[src/rtl/jk_cmd_seq.sv]
// Command sequencer feeding a JK flop: queues {J,K} ops, replays each for len+1 cycles,
// and tracks the flop's expected Q. Registered J/K/drv_valid/cmd_last; cmd_ready drops when the FIFO is full.
module jk_cmd_seq #(
  parameter int DEPTH = 4,
  parameter int LEN_W = 4
) (
  input  logic                     clk,
  input  logic                     rst,
  input  logic                     cmd_valid,
  output logic                     cmd_ready,
  input  logic [1:0]               cmd_op,
  input  logic [LEN_W-1:0]         cmd_len,
  output logic                     J,
  output logic                     K,
  output logic                     drv_valid,
  output logic                     cmd_last,
  output logic                     q_model,
  output logic [$clog2(DEPTH):0]   fifo_count
);

  localparam int AW = $clog2(DEPTH);
  localparam int CW = AW + 1;
  localparam logic [CW-1:0] FULL_CNT = CW'(DEPTH);

  typedef enum logic {
    S_IDLE  = 1'b0,
    S_DRIVE = 1'b1
  } state_t;

  logic [1:0]       r_op_mem  [DEPTH];
  logic [LEN_W-1:0] r_len_mem [DEPTH];
  logic [AW-1:0]    r_wr_ptr;
  logic [AW-1:0]    r_rd_ptr;
  logic [CW-1:0]    r_count;

  state_t           r_state;
  logic             r_j;
  logic             r_k;
  logic             r_drv;
  logic             r_last;
  logic             r_q;
  logic [LEN_W-1:0] r_rem;

  logic             w_push;
  logic             w_pop;
  logic             w_empty;
  logic [1:0]       w_head_op;
  logic [LEN_W-1:0] w_head_len;

  state_t           w_nxt_state;
  logic             w_nxt_j;
  logic             w_nxt_k;
  logic             w_nxt_drv;
  logic             w_nxt_last;
  logic [LEN_W-1:0] w_nxt_rem;

  assign cmd_ready  = !rst && (r_count != FULL_CNT);
  assign w_push     = cmd_valid && cmd_ready;
  assign w_empty    = (r_count == '0);
  assign w_head_op  = r_op_mem[r_rd_ptr];
  assign w_head_len = r_len_mem[r_rd_ptr];

  assign J          = r_j;
  assign K          = r_k;
  assign drv_valid  = r_drv;
  assign cmd_last   = r_last;
  assign q_model    = r_q;
  assign fifo_count = r_count;

  always_ff @(posedge clk) begin
    if (w_push) begin
      r_op_mem[r_wr_ptr]  <= cmd_op;
      r_len_mem[r_wr_ptr] <= cmd_len;
    end
  end

  // Pointers wrap for free because DEPTH is a power of two.
  always_ff @(posedge clk) begin
    if (rst) begin
      r_wr_ptr <= '0;
      r_rd_ptr <= '0;
      r_count  <= '0;
    end else begin
      if (w_push) r_wr_ptr <= r_wr_ptr + AW'(1);
      if (w_pop)  r_rd_ptr <= r_rd_ptr + AW'(1);
      r_count <= r_count + CW'(w_push) - CW'(w_pop);
    end
  end

  always_comb begin
    w_nxt_state = r_state;
    w_nxt_j     = r_j;
    w_nxt_k     = r_k;
    w_nxt_drv   = r_drv;
    w_nxt_last  = 1'b0;
    w_nxt_rem   = r_rem;
    w_pop       = 1'b0;

    case (r_state)
      S_IDLE: begin
        w_nxt_j   = 1'b0;
        w_nxt_k   = 1'b0;
        w_nxt_drv = 1'b0;
        if (!w_empty) begin
          w_pop       = 1'b1;
          w_nxt_j     = w_head_op[1];
          w_nxt_k     = w_head_op[0];
          w_nxt_rem   = w_head_len;
          w_nxt_drv   = 1'b1;
          w_nxt_last  = (w_head_len == '0);
          w_nxt_state = S_DRIVE;
        end
      end
      S_DRIVE: begin
        if (r_rem != '0) begin
          w_nxt_rem  = r_rem - LEN_W'(1);
          w_nxt_last = (r_rem == LEN_W'(1));
        end else if (!w_empty) begin
          // Back-to-back command: load straight from the head, no idle cycle.
          w_pop      = 1'b1;
          w_nxt_j    = w_head_op[1];
          w_nxt_k    = w_head_op[0];
          w_nxt_rem  = w_head_len;
          w_nxt_drv  = 1'b1;
          w_nxt_last = (w_head_len == '0);
        end else begin
          w_nxt_j     = 1'b0;
          w_nxt_k     = 1'b0;
          w_nxt_drv   = 1'b0;
          w_nxt_state = S_IDLE;
        end
      end
      default: w_nxt_state = S_IDLE;
    endcase
  end

  always_ff @(posedge clk) begin
    if (rst) begin
      r_state <= S_IDLE;
      r_j     <= 1'b0;
      r_k     <= 1'b0;
      r_drv   <= 1'b0;
      r_last  <= 1'b0;
      r_rem   <= '0;
      r_q     <= 1'b0;
    end else begin
      r_state <= w_nxt_state;
      r_j     <= w_nxt_j;
      r_k     <= w_nxt_k;
      r_drv   <= w_nxt_drv;
      r_last  <= w_nxt_last;
      r_rem   <= w_nxt_rem;
      // Mirrors the downstream flop, which sees the same registered J/K.
      case ({r_j, r_k})
        2'b01:   r_q <= 1'b0;
        2'b10:   r_q <= 1'b1;
        2'b11:   r_q <= ~r_q;
        default: r_q <= r_q;
      endcase
    end
  end

endmodule

[config.mk]
export PLATFORM = sky130hd
export DESIGN_NAME = jk_cmd_seq
export DESIGN_NICKNAME = d
export VERILOG_FILES = /design/src/rtl/jk_cmd_seq.sv
export SDC_FILE = /design/constraint.sdc
export NUM_CORES = 1
export LEC_CHECK = 0
export CORE_ASPECT_RATIO = 1.5
export CORE_MARGIN = 2
export CORE_UTILIZATION = 29
export DETAILED_ROUTE_END_ITERATION = 8
export RECOVER_POWER = 50
export SYNTH_ARGS = -nofsm -noshare
export SYNTH_HDL_FRONTEND = slang
export SYNTH_SLANG_ARGS = --single-unit
[constraint.sdc]
create_clock -name clk -period 3.7 [get_ports clk]
set_input_delay 0.37 -clock clk [delete_from_list [all_inputs] [get_ports clk]]
set_output_delay 0.37 -clock clk [all_outputs]
set_load 0.05 [all_outputs]
==> reports/qor.csv <==
metric,value,unit
status,completed,
I/O Buffers,17,
"commonest non-fill, non-tap cells in the layout","edfxtp_1 (24), dfxtp_1 (19), nor2_1 (12)",
Hold Path Class,flip-flop to flip-flop,
placed insts,220,
Synth Area in Simple Gates,9.66,%
CP top delay family,adder cells,
Power Density,763,nW/um^2
RSZ-0062 raised after global routing,no,
first-pass GRT wire length,5180,um
vias per cell,4.56,
H-tree depth,2,
Max rail drop VDD,0.000264,V
clk root buf,clkbuf_8,
core area,6170,um^2
final instance count without filler cells,228,
WL/cell,13.1,um
Slew HR,38.0,%
DR vias,1040,
#FFs+latches synth,43,
synth unique cells,37,
drt first-iter violations,25,
Cells after Synth,134,
# clock sinks,43,
Layout Nets,171,
CP Class,flip-flop to flip-flop,
share of cells above drive strength 1,9.09,%
cell area after synthesis,1860,um^2
IO Pins,18,
# DRC,0,
period utilization,78.7,%
GR Overflow Total,0,
syn_nets,152,
Mapped Avg Cell Area,13.9,um^2
pre-CTS setup slack,984,ps
final wirelength,3000,um
DP Wirelength,2220,um
Leakage,0.750,nW
YS warnings,0,
area share of fa/ha/maj cells after synthesis,6.44,%
crit end category,flip-flop,
Worst Tran Pin Value,930,ps
CP Max Fanout,8,
first drt pass iteration count,4,
Layout area overhead,15.6,%
"Hold Vio Cnt, Final",0,
largest family of logic cells by synthesized area,simple AND/OR/NAND/NOR gates,
total track usage,9.48,%
Synth Area in XOR/XNOR,2.82,%
Final Max Tran Viols,0,
ant diodes,0,
number of global-route vias before repair,1060,
GPL Wtd Cong,0.712,
CTS resizes,0,
Initial Util,30.2,%
CTS buffer count,5,
sequential share of the synthesized area,59.1,%
critical-path cell list,"inv_1, ha_1, or3b_1, a21oi_1, xor2_1, ha_1, fa_1, xnor2_1, xnor2_1, nor2_1",
CP Launch Type,flip-flop,
Worst path slowest cell,a21oi_1,
largest net degree at the start of global routing,22,
"most common cell after layout, fill and taps aside",edfxtp_1,
final setup margin,790,ps
Fin Setup TNS,0,ps
DRT antenna net count,0,
clock-pin slew on the worst setup and hold paths,80,ps
"Req. time, crit path",3850,ps
CTS max path bufs,2,
min Tclk post-route,2910,ps
Layout fillers,607,
die area,7100,um^2
final setup vio count,0,
max_cap viols,0,
clk_lat worst skew,290,ps
Post-synth EDFFs,24,
Die W,69.5,um
Post-synth ARST share,0,%
post-synthesis compound-gate area fraction,8.99,%
"Primary FF master, synth",edfxtp_1,
Post-CTS Hold Fix Bufs,0,
row count,35,
WP buf/inv,1,
Worst Clk Skew,6.43,ps
max incr delay on CP,580,ps
Die H,102,um
antenna violations before repair,0,
Post-CTS Setup Bufs,0,
FMAX,0.344,GHz
critical path arrival,3060,ps
mux cell area share after synthesis,8.79,%
CTS tree,yes,
==> cell usage after synthesis (2+ instances only) <==
| master | number | share of area, % |
|---|---|---|
| nor3_1 | 2 | 0.54 |
| a211oi_2 | 3 | 2.0 |
| nor2_1 | 12 | 2.4 |
| buf_6 | 3 | 1.8 |
| nand2_1 | 5 | 1.0 |
| ha_1 | 8 | 5.4 |
| a211oi_1 | 2 | 0.81 |
| o31ai_1 | 3 | 1.2 |
| mux4_1 | 5 | 7.0 |
| a21oi_1 | 4 | 1.1 |
| xnor2_1 | 5 | 2.3 |
| and2_1 | 4 | 1.3 |
| a22oi_1 | 2 | 0.81 |
| clkbuf_1 | 2 | 0.40 |
| dfxtp_1 | 19 | 20 |
| edfxtp_1 | 24 | 39 |
| o21ai_0 | 2 | 0.54 |
| inv_1 | 9 | 1.8 |
| nor2b_1 | 2 | 0.67 |
==> layer usage <==
layer  part of all wire [%]  global-route usage, %  vias up
met4                    1.6                   4.07        0
li1                       -                      -      525
met2                     55                   18.0       16
met5                      0                      0        -
met3                    2.6                   2.37        4
met1                     40                   9.91      495
==> sequential cells by signal, summed over array words and instances (netlist names), named ones only <==
name        flops
r_wr_ptr        2
r_len_mem      16
r_op_mem        8
r_rem           4
fifo_count      3
q_model         1
cmd_last        1
J               1
r_rd_ptr        2
r_state         1
K               1
drv_valid       1
==> per-stage QoR <==
stage | area, um^2 | power, W | hold WS, ps | utilization, %
after floorplan | 1860 | 0.00126 | 469 | -
after global placement | 2090 | 0.00140 | 454 | 33.8
after detailed placement | 2090 | 0.00140 | 460 | 33.8
after CTS | 2180 | 0.00172 | 481 | 35.3
after global routing | 2150 | 0.00177 | 509 | 34.9
final | 2150 | 0.00164 | 472 | 34.9
==> final cells by class <==
| type | instances | area, um^2 | area share (%) |
|---|---|---|---|
| Multi-Input combinational cell | 76 | 661 | 30.7 |
| Tap cell | 74 | 92.6 | 4.30 |
| Clock buffer | 5 | 68.8 | 3.19 |
| Inverter | 9 | 33.8 | 1.57 |
| Clock inverter | 3 | 23.8 | 1.10 |
| Sequential cell | 43 | 1100 | 51.1 |
| Timing Repair Buffer | 18 | 174 | 8.07 |
==> worst reg2reg max path, delay by kind of cell, from the launching register on <==
family	cells	cell delay, ps
fa+ha+maj	3	750
compound gates	1	580
simple gates	2	510
xor+xnor	3	500
flops	1	350
buf+inv	1	90
==> cell families after synthesis <==
family | Yosys count
simple gates | 34
mux | 7
compound gates | 20
xor+xnor | 6
flops | 43
fa+ha+maj | 9
buf+inv | 15
==> path summary, 6_finish.rpt <==
path | startpoint | to | slack, ps | cells past startpoint
setup / recovery | r_rem[0] | fifo_count[2] | 790 | 10
hold / removal | drv_valid | drv_valid | 470 | 1
setup reg to reg | r_rem[0] | fifo_count[2] | 790 | 10
hold reg to reg | drv_valid | drv_valid | 470 | 1
==> power breakdown <==
group | internal [W] | switching, W | leakage (nW)
clock network | 0.000135 | 0.000170 | 0.0408
logic | 0.000276 | 0.000372 | 0.335
registers | 0.000597 | 0.0000951 | 0.375
total | 0.00101 | 0.000637 | 0.750
Note: power is estimated with default switching activity, not from simulation.
